===== src/rtl/igen_pkg.sv =====
// Shared types and opcode constants for the immediate generator.
package igen_pkg;

  typedef enum logic [2:0] {
    FMT_NONE, FMT_R, FMT_I, FMT_S, FMT_B, FMT_U, FMT_J, FMT_SH
  } imm_fmt_e;

  localparam logic [6:0] OPC_LOAD      = 7'b0000011;
  localparam logic [6:0] OPC_MISC_MEM  = 7'b0001111;
  localparam logic [6:0] OPC_OP_IMM    = 7'b0010011;
  localparam logic [6:0] OPC_AUIPC     = 7'b0010111;
  localparam logic [6:0] OPC_OP_IMM_32 = 7'b0011011;
  localparam logic [6:0] OPC_STORE     = 7'b0100011;
  localparam logic [6:0] OPC_OP        = 7'b0110011;
  localparam logic [6:0] OPC_LUI       = 7'b0110111;
  localparam logic [6:0] OPC_OP_32     = 7'b0111011;
  localparam logic [6:0] OPC_BRANCH    = 7'b1100011;
  localparam logic [6:0] OPC_JALR      = 7'b1100111;
  localparam logic [6:0] OPC_JAL       = 7'b1101111;
  localparam logic [6:0] OPC_SYSTEM    = 7'b1110011;

  function automatic logic [31:0] sext12(input logic [11:0] v);
    return {{20{v[11]}}, v};
  endfunction

endpackage


===== src/rtl/igen_core.sv =====
// Combinational immediate extraction and format/legality classification.
module igen_core
  import igen_pkg::*;
#(
  parameter int unsigned XLEN = 32
) (
  input  logic [31:0]     insn_i,
  output logic [XLEN-1:0] imm_o,
  output imm_fmt_e        fmt_o,
  output logic            illegal_o
);

  localparam bit RV64 = (XLEN == 64);

  logic [6:0]  w_opc;
  logic [2:0]  w_f3;
  logic [31:0] w_imm32;
  logic        w_sh32_ok;
  logic        w_sh64_ok;

  assign w_opc = insn_i[6:0];
  assign w_f3  = insn_i[14:12];

  assign w_sh32_ok = (insn_i[31:25] == 7'h00) ||
                     ((w_f3 == 3'd5) && (insn_i[31:25] == 7'h20));
  assign w_sh64_ok = (insn_i[31:26] == 6'h00) ||
                     ((w_f3 == 3'd5) && (insn_i[31:26] == 6'h10));

  // Every format is the sign extension of a 32-bit value (shamt has bit 31
  // clear), so decode at 32 bits and widen once at the end.
  always_comb begin
    w_imm32   = '0;
    fmt_o     = FMT_NONE;
    illegal_o = 1'b0;
    if (insn_i[1:0] != 2'b11) begin
      illegal_o = 1'b1;
    end else begin
      unique case (w_opc)
        OPC_LOAD, OPC_MISC_MEM, OPC_JALR, OPC_SYSTEM: begin
          fmt_o   = FMT_I;
          w_imm32 = sext12(insn_i[31:20]);
        end
        OPC_OP_IMM: begin
          if (w_f3 == 3'd1 || w_f3 == 3'd5) begin
            if (RV64 ? w_sh64_ok : w_sh32_ok) begin
              fmt_o   = FMT_SH;
              w_imm32 = RV64 ? {26'd0, insn_i[25:20]} : {27'd0, insn_i[24:20]};
            end else begin
              illegal_o = 1'b1;
            end
          end else begin
            fmt_o   = FMT_I;
            w_imm32 = sext12(insn_i[31:20]);
          end
        end
        OPC_OP_IMM_32: begin
          if (!RV64) begin
            illegal_o = 1'b1;
          end else if (w_f3 == 3'd0) begin
            fmt_o   = FMT_I;
            w_imm32 = sext12(insn_i[31:20]);
          end else if ((w_f3 == 3'd1 || w_f3 == 3'd5) && w_sh32_ok) begin
            fmt_o   = FMT_SH;
            w_imm32 = {27'd0, insn_i[24:20]};
          end else begin
            illegal_o = 1'b1;
          end
        end
        OPC_STORE: begin
          fmt_o   = FMT_S;
          w_imm32 = sext12({insn_i[31:25], insn_i[11:7]});
        end
        OPC_BRANCH: begin
          fmt_o   = FMT_B;
          w_imm32 = {{19{insn_i[31]}}, insn_i[31], insn_i[7], insn_i[30:25],
                     insn_i[11:8], 1'b0};
        end
        OPC_JAL: begin
          fmt_o   = FMT_J;
          w_imm32 = {{11{insn_i[31]}}, insn_i[31], insn_i[19:12], insn_i[20],
                     insn_i[30:21], 1'b0};
        end
        OPC_LUI, OPC_AUIPC: begin
          fmt_o   = FMT_U;
          w_imm32 = {insn_i[31:12], 12'd0};
        end
        OPC_OP: fmt_o = FMT_R;
        OPC_OP_32: begin
          if (RV64) fmt_o = FMT_R;
          else      illegal_o = 1'b1;
        end
        default: illegal_o = 1'b1;
      endcase
    end
  end

  assign imm_o = XLEN'($signed(w_imm32));

endmodule


===== src/rtl/igen_pipe.sv =====
// Registered immediate generator stage with a one-entry output register plus skid buffer.
module igen_pipe
  import igen_pkg::*;
#(
  parameter int unsigned XLEN  = 32,
  parameter int unsigned TAG_W = 32
) (
  input  logic             clk,
  input  logic             reset_n,
  input  logic             flush_i,
  input  logic             in_valid_i,
  output logic             in_ready_o,
  input  logic [31:0]      insn_i,
  input  logic [TAG_W-1:0] tag_i,
  output logic             out_valid_o,
  input  logic             out_ready_i,
  output logic [XLEN-1:0]  imm_o,
  output imm_fmt_e         fmt_o,
  output logic             illegal_o,
  output logic [TAG_W-1:0] tag_o
);

  typedef struct packed {
    logic [XLEN-1:0]  imm;
    imm_fmt_e         fmt;
    logic             illegal;
    logic [TAG_W-1:0] tag;
  } igen_out_t;

  localparam igen_out_t OUT_RST = '{imm: '0, fmt: FMT_NONE, illegal: 1'b0, tag: '0};

  logic [XLEN-1:0] w_imm;
  imm_fmt_e        w_fmt;
  logic            w_illegal;
  igen_out_t       w_dec;
  igen_out_t       r_out;
  igen_out_t       r_skid;
  logic            r_out_valid;
  logic            r_skid_valid;
  logic            w_accept;
  logic            w_out_free;

  igen_core #(.XLEN(XLEN)) u_core (
    .insn_i    (insn_i),
    .imm_o     (w_imm),
    .fmt_o     (w_fmt),
    .illegal_o (w_illegal)
  );

  assign w_dec      = '{imm: w_imm, fmt: w_fmt, illegal: w_illegal, tag: tag_i};
  assign in_ready_o = ~r_skid_valid;
  assign w_accept   = in_valid_i & in_ready_o;
  assign w_out_free = ~r_out_valid | out_ready_i;

  // A full skid forces in_ready low, so draining it never races a new accept.
  always_ff @(posedge clk or negedge reset_n) begin
    if (!reset_n) begin
      r_out        <= OUT_RST;
      r_skid       <= OUT_RST;
      r_out_valid  <= 1'b0;
      r_skid_valid <= 1'b0;
    end else if (flush_i) begin
      r_out_valid  <= 1'b0;
      r_skid_valid <= 1'b0;
    end else if (w_out_free) begin
      if (r_skid_valid) begin
        r_out        <= r_skid;
        r_out_valid  <= 1'b1;
        r_skid_valid <= 1'b0;
      end else begin
        r_out_valid <= w_accept;
        if (w_accept) r_out <= w_dec;
      end
    end else if (w_accept) begin
      r_skid       <= w_dec;
      r_skid_valid <= 1'b1;
    end
  end

  assign out_valid_o = r_out_valid;
  assign imm_o       = r_out.imm;
  assign fmt_o       = r_out.fmt;
  assign illegal_o   = r_out.illegal;
  assign tag_o       = r_out.tag;

endmodule


===== config.mk =====
export PLATFORM = sky130hd
export DESIGN_NAME = igen_pipe
export DESIGN_NICKNAME = d
export VERILOG_FILES = /design/src/rtl/igen_pkg.sv /design/src/rtl/igen_core.sv /design/src/rtl/igen_pipe.sv
export SDC_FILE = /design/constraint.sdc
export NUM_CORES = 1
export LEC_CHECK = 0
export CORE_UTILIZATION = 45
export DETAILED_ROUTE_END_ITERATION = 12
export HOLD_SLACK_MARGIN = 0.1
export PLACE_DENSITY_LB_ADDON = 0.25
export SLEW_MARGIN = 10
export SYNTH_ARGS = -nofsm -noshare
export SYNTH_HDL_FRONTEND = slang
export SYNTH_HIERARCHICAL = 1
export SYNTH_SLANG_ARGS = --single-unit

===== constraint.sdc =====
create_clock -name clk -period 1.7 [get_ports clk]
set_input_delay 0.17 -clock clk [delete_from_list [all_inputs] [get_ports clk]]
set_output_delay 0.17 -clock clk [all_outputs]
set_load 0.01 [all_outputs]

; After elaboration in Yosys (flattened, before gate mapping)
; Cells that the tools add are included.
[word_totals]
ff_bits = 138
latchBits = 0
ramBits = 0
mem_bits_ro = 0
in_bits = 69
output_inout_bits = 70
wordCells = 63
mem_count = 0
[op_classes]
n_addsub = 0
n_mul = 0
div = 0
n_lt_le_gt_ge = 0
n_eq_ne = 15
n_shift = 0
muxes = 20
bitwise_logic = 6
reduce_logical = 12
[op_table]
columns = operator, count
row1 = $pmux 32 s6, 1
row2 = $mux 68, 2
row3 = $mux 32, 2
row4 = $eq 7x6->1 const B, 4
row5 = $eq 7x7->1 const B, 4
row6 = $pmux 3 s7, 1
row7 = $eq 7x5->1 const B, 2
row8 = $reduce_or 10->1, 1
row9 = $mux 1, 9
row10 = $mux 3, 3
row11 = $eq 7x2->1 const B, 1
row12 = $eq 7x4->1 const B, 1
row13 = $logic_not 7->1, 1
row14 = $reduce_and 3->1, 2
row15 = $mux 5, 1
row16 = $not 1->1, 4
row17 = $reduce_bool 2->1, 2
row18 = $reduce_or 4->1, 1
row19 = $eq 3x1->1 const B, 1
row20 = $eq 3x3->1 const B, 1
row21 = $reduce_bool 3->1, 1
row22 = $logic_or 1x1->1, 2
row23 = $ne 2x2->1 const B, 1
row24 = $pmux 1 s2, 1
row25 = other kinds (4), 4

; Depth between registers and ports, before layout
[depth]
word_depth = 9
mapped_depth = 9
depth_no_buf = 6

; Modules after synthesis
; Netlist, hierarchy kept.
[by_module_without_submodules]
columns = mod, n_inst, cells_per_inst, area_each_um2, seq_area_each_um2
row1 = igen_pipe, 1, 373, 6052.1, 3453.3
row2 = igen_core, 1, 141, 865.8, 0.0

; Worst setup path before layout
; No wires, ideal clock.
[synth_timing]
path_kind = input port to flip-flop
from = in insn_i[31]
to = reg r_out, in the netlist illegal_o
setup_ns = 0.125
arrival_time_ns = 1.931
t_required_ns = 1.575
path_slack_ns = -0.355
stages = 6
n_path_buf = 0
cell_sequence = or4_4 a2111oi_4 nand2_2 and3_1 mux2_2 mux2_2
[synth_between]
elab_chain_len = 9
elab_cells_between_ends = 10
classes_between = eq/ne: 1 / mux: 6 / reduce/logical: 3
[synth_lines]
columns = element, line_no
row1 = start: declaration, igen_pipe.sv:13  ; input logic [31:0] insn_i,
row2 = $eq 7x6->1, igen_core.sv:25  ; ((w_f3 == 3'd5) && (insn_i[31:25] == 7'h20));
row3 = $logic_and 1x1->1, igen_core.sv:25
row4 = $logic_or 1x1->1 (*), igen_core.sv:24  ; assign w_sh32_ok = (insn_i[31:25] == 7'h00) ||
row5 = $mux 1 (*), igen_core.sv:45  ; if (RV64 ? w_sh64_ok : w_sh32_ok) begin
row6 = $mux 1 (*), igen_core.sv:44  ; if (w_f3 == 3'd1 || w_f3 == 3'd5) begin
row7 = $pmux 1 s2 (*), igen_core.sv:38  ; unique case (w_opc)
row8 = $mux 1 (*), igen_core.sv:35  ; if (insn_i[1:0] != 2'b11) begin
row9 = named net w_illegal, igen_pipe.sv:34  ; logic w_illegal;
row10 = $mux 68 (*), igen_pipe.sv:72  ; if (w_accept) r_out <= w_dec;
row11 = $mux 68 (*), igen_pipe.sv:66  ; if (r_skid_valid) begin
row12 = end signal: assignment, igen_pipe.sv:67  ; r_out <= r_skid;
row13 = end signal: assignment, igen_pipe.sv:72
row14 = end: declaration, igen_pipe.sv:36  ; igen_out_t r_out;
; Mark *: on every way through the listed nets, which the timed path passes. The rest lies on a longest branch. The select of a mux whose other input is x is not followed.
; A chain may end at the register's enable or synchronous reset.

; Worst setup path after layout
[layout_timing]
from = in insn_i[4]
to = reg r_out, in the netlist imm_o[19]
[layout_between]
elab_chain_len = 6
elab_cells_between_ends = 16
classes_between = eq/ne: 10 / mux: 4 / reduce/logical: 2
[layout_lines]
columns = element, line_no
row1 = "$eq 7x2->1, or another cell as far along", igen_core.sv:38
row2 = $reduce_or 4->1 / $reduce_or 2->1 (equally long branches), igen_core.sv:38
row3 = $pmux 32 s6 (*), igen_core.sv:38
row4 = $mux 32 (*), igen_core.sv:35
row5 = named net w_imm[19], igen_pipe.sv:32  ; logic [XLEN-1:0] w_imm;
row6 = $mux 68 (*), igen_pipe.sv:72
row7 = $mux 68 (*), igen_pipe.sv:66
; Marks and branches as above.

==> metrics.txt <==
# TYPE chip_impl_metric gauge
chip_impl_metric{name="placementRows",unit=""} 44
chip_impl_metric{name="synth_nets",unit=""} 583
chip_impl_metric{name="hold-worst-slack",unit="ns"} 0.237
chip_impl_metric{name="num_vias",unit=""} 4973
chip_impl_info{name="mostFrequentLayoutCell",value="mux2_2"} 1
chip_impl_metric{name="grt_start_max_net_pins",unit=""} 56
chip_impl_metric{name="placed_cells_incl_taps",unit=""} 872
chip_impl_metric{name="num_cts_buffers",unit=""} 17
chip_impl_metric{name="grt_antenna_before_repair",unit=""} 1
chip_impl_metric{name="synth_edf_count",unit=""} 0
chip_impl_metric{name="clkLatencyLatePin",unit="ns"} 0.42
chip_impl_metric{name="ys_seq_elements",unit=""} 138
chip_impl_metric{name="maximum_net_fanout_on_the_critical_path",unit=""} 8
chip_impl_metric{name="drt_first_iter_violations",unit=""} 198
chip_impl_metric{name="die-area",unit="sq mm"} 0.0159
chip_impl_metric{name="grt_pass1_wl",unit="mm"} 28.0
chip_impl_metric{name="post_synth_instance_area",unit="sq mm"} 0.00692
chip_impl_metric{name="cp.arrival",unit="ns"} 1.96
chip_impl_metric{name="finalWeightedCongestion",unit=""} 0.850
chip_impl_info{name="crit-reg2reg-launch",value="r_skid_valid$_DFFE_PN0P_"} 1
chip_impl_metric{name="dp.final_hpwl",unit="mm"} 11.7
chip_impl_metric{name="wirelength",unit="mm"} 17.6
chip_impl_metric{name="core_region_area",unit="sq mm"} 0.0148
chip_impl_metric{name="layout-area-overhead-vs-synth",unit="%"} 47.0
chip_impl_metric{name="overflow",unit=""} 0
chip_impl_metric{name="yosys_warnings",unit=""} 6
chip_impl_info{name="rsz0062_at_grt",value="false"} 1
chip_impl_metric{name="post_route_cells_drive_above_1_share",unit="%"} 49.9
chip_impl_metric{name="finalHoldViolCount",unit=""} 0
chip_impl_metric{name="yosys.cell_types.count",unit=""} 53
chip_impl_metric{name="syn_inst",unit=""} 514
chip_impl_info{name="hp-class",value="in2async"} 1
chip_impl_metric{name="detail_route.wl_per_cell",unit="um"} 19.1
chip_impl_metric{name="diodes",unit=""} 0
chip_impl_metric{name="post_layout_nonfiller_instances",unit=""} 923
chip_impl_metric{name="worst_slew_pin_slew",unit="ns"} 0.502
chip_impl_metric{name="fin_crit_period",unit="ns"} 1.66
chip_impl_metric{name="htree_levels",unit=""} 4
chip_impl_metric{name="groute.usage.overall",unit="%"} 23.1
chip_impl_metric{name="power-per-cell-area",unit="mW/mm^2"} 903
chip_impl_metric{name="clock_skew",unit="ns"} 0.00711
chip_impl_metric{name="fp.dieH",unit="um"} 126
chip_impl_info{name="tritoncts",value="done"} 1
chip_impl_metric{name="timing.fmax",unit="MHz"} 602
chip_impl_info{name="most_frequent_cells_in_the_layout",value="mux2_2 (161), dfrtp_1 (137), clkdlybuf4s50_1 (120), buf_4 (61), mux2_4 (32)"} 1
chip_impl_metric{name="fin_util",unit="%"} 68.9
chip_impl_info{name="critical_path.startpoint_type",value="primary input"} 1
chip_impl_metric{name="first_global_vias",unit=""} 5301
chip_impl_info{name="cts_root_buffer_type",value="clkbuf_16"} 1
chip_impl_metric{name="ys_seq_area_share",unit="%"} 49.9
chip_impl_info{name="regToRegEndpoint",value="imm_o[30]$_DFFE_PN0P_"} 1
chip_impl_metric{name="async_flop_share",unit="%"} 100
chip_impl_info{name="ys_dominant_reg_cell",value="dfrtp_1"} 1
chip_impl_info{name="critical_path.endpoint_type",value="flip-flop"} 1
chip_impl_metric{name="reg2reg_setup_slack",unit="ns"} 0.05
chip_impl_metric{name="route.detailed.drc",unit=""} 0
chip_impl_metric{name="slew_violations",unit=""} 0
chip_impl_metric{name="clk_pin_slew",unit="ns"} 0.06
chip_impl_metric{name="ant_nets",unit=""} 0
chip_impl_metric{name="cts_buffer_depth",unit=""} 2
chip_impl_metric{name="post-route-period-util",unit="%"} 97.7
chip_impl_metric{name="number_of_sinks_on_the_clock_net",unit=""} 138
chip_impl_metric{name="initial_core_util",unit="%"} 46.9
chip_impl_metric{name="required",unit="ns"} 2.00
chip_impl_metric{name="ir_drop",unit="V"} 0.00102
chip_impl_metric{name="maxCapViolations",unit=""} 0
chip_impl_info{name="outcome",value="complete, no violations"} 1
chip_impl_metric{name="vias_per_cell",unit=""} 5.39
chip_impl_metric{name="die-width",unit="um"} 126
chip_impl_metric{name="design.final.nets",unit=""} 795
chip_impl_metric{name="total_leakage_power",unit="uW"} 0.00461
chip_impl_metric{name="timing.final.setup_violations",unit=""} 0
chip_impl_metric{name="port-buffer-count",unit=""} 138
chip_impl_metric{name="io-pin-count",unit=""} 139
chip_impl_metric{name="avgSynthCellArea",unit="sq um"} 13.5
chip_impl_metric{name="drt_first_pass_iters",unit=""} 4
chip_impl_metric{name="maxSlewHeadroom",unit="%"} 66.3
chip_impl_metric{name="worst_reg2reg_path_depth",unit=""} 7
chip_impl_info{name="critical_path_class",value="in2reg"} 1
-- logic make-up (layout without fill, tap and decap cells) --
group,after synthesis,count (layout),synth area share [%]
XOR/XNOR,1,1,0.127
AND/OR/NAND/NOR,84,84,6.48
buffers and inverters,38,263,3.35
flip-flops,138,138,49.9
multiplexers,205,205,34.4
AO/OA/AOI/OAI,48,48,5.70
-- report_power, final --
| part | internal (uW) | switching [uW] |
|---|---|---|
| sequential | 3720 | 220 |
| combinational | 1110 | 700 |
| clock | 2020 | 1420 |
-- Yosys cell counts, types with 2 or more instances --
master      n  area share, %
nand2_1    34            1.8
mux2_4     20            4.3
a32oi_1     4           0.51
mux2_2    173             28
o31ai_1     7           0.76
buf_6       8            1.3
clkbuf_1    4           0.22
mux2_1     11            1.8
dfrtp_1   138             50
a21oi_1    12           0.87
nand3_1     6           0.43
nor3_1     10           0.72
a31oi_1     2           0.18
o21ai_1     7           0.51
nand2b_1    5           0.45
or3_1       3           0.27
and3_1      5           0.45
o31ai_2     4           0.72
nor2_1      5           0.27
inv_1       4           0.22
buf_2      20            1.4
-- metal layers --
layer	global-route usage, %	vias up	share of wire [%]
li1	-	2313	-
met1	28.4	2507	42
met2	39.6	133	50
met3	7.31	18	6.2
met4	5.17	2	0.98
met5	0	-	0.074
-- what timing repair did --
item	in CTS	in global routing
setup buffers	10	2
gates resized for setup	42	26
pin swaps	8	13
hold buffers	1	0
setup endpoints to repair	83	106
cloned	4	3
hold endpoints to repair	138	0
-- state kept, by name (all words and copies together), names as in the netlist --
name,cells
tag_o,32
imm_o,32
illegal_o,1
r_skid_valid,1
r_skid,68
out_valid_o,1
fmt_o,3
-- worst max-delay path, cell delays in order --
cell and delay (ns):
clkdlybuf4s15_1 0.18, buf_6 0.14, buf_4 0.13, nand2b_4 0.09, o32ai_4 0.11, buf_4 0.16
o211ai_4 0.19, buf_6 0.17, nand2_1 0.09, mux2_2 0.28, mux2_2 0.26
-- per-stage QoR --
stage,setup TNS (ns),setup slack [ns],cell area [sq um],power [uW]
final,0,0.0395,10200,9190
after global routing,0,0.00205,10200,9580
after CTS,0,0.00217,10100,9240
after detailed placement,-48.13,-0.732,9220,5710
after global placement,-45.21,-0.743,9220,5630
after floorplan,-1.12,-0.307,7200,4790
-- worst max path at each step --
stage,from,to,slack (ns),cells after the start
floorplan,insn_i[31],illegal_o$_DFFE_PN0P_,-0.31,6
global placement,insn_i[4],imm_o[19]$_DFFE_PN0P_,-0.74,8
detailed placement,insn_i[2],imm_o[0]$_DFFE_PN0P_,-0.73,9
CTS,r_skid_valid$_DFFE_PN0P_,tag_o[24]$_DFFE_PN0P_,0.002,6
global route,r_skid_valid$_DFFE_PN0P_,imm_o[30]$_DFFE_PN0P_,0.002,7
finish,insn_i[4],imm_o[19]$_DFFE_PN0P_,0.04,11
-- layout make-up --
cell class	count	area (sq um)
Clock buffer	19	433
Fill cell	1082	4580
Multi-Input combinational cell	338	3580
Clock inverter	13	120
Inverter	5	18.8
Sequential cell	138	3460
Timing Repair Buffer	226	2330
Tap cell	184	230
No activity file was read; power rests on OpenSTA's default activity.
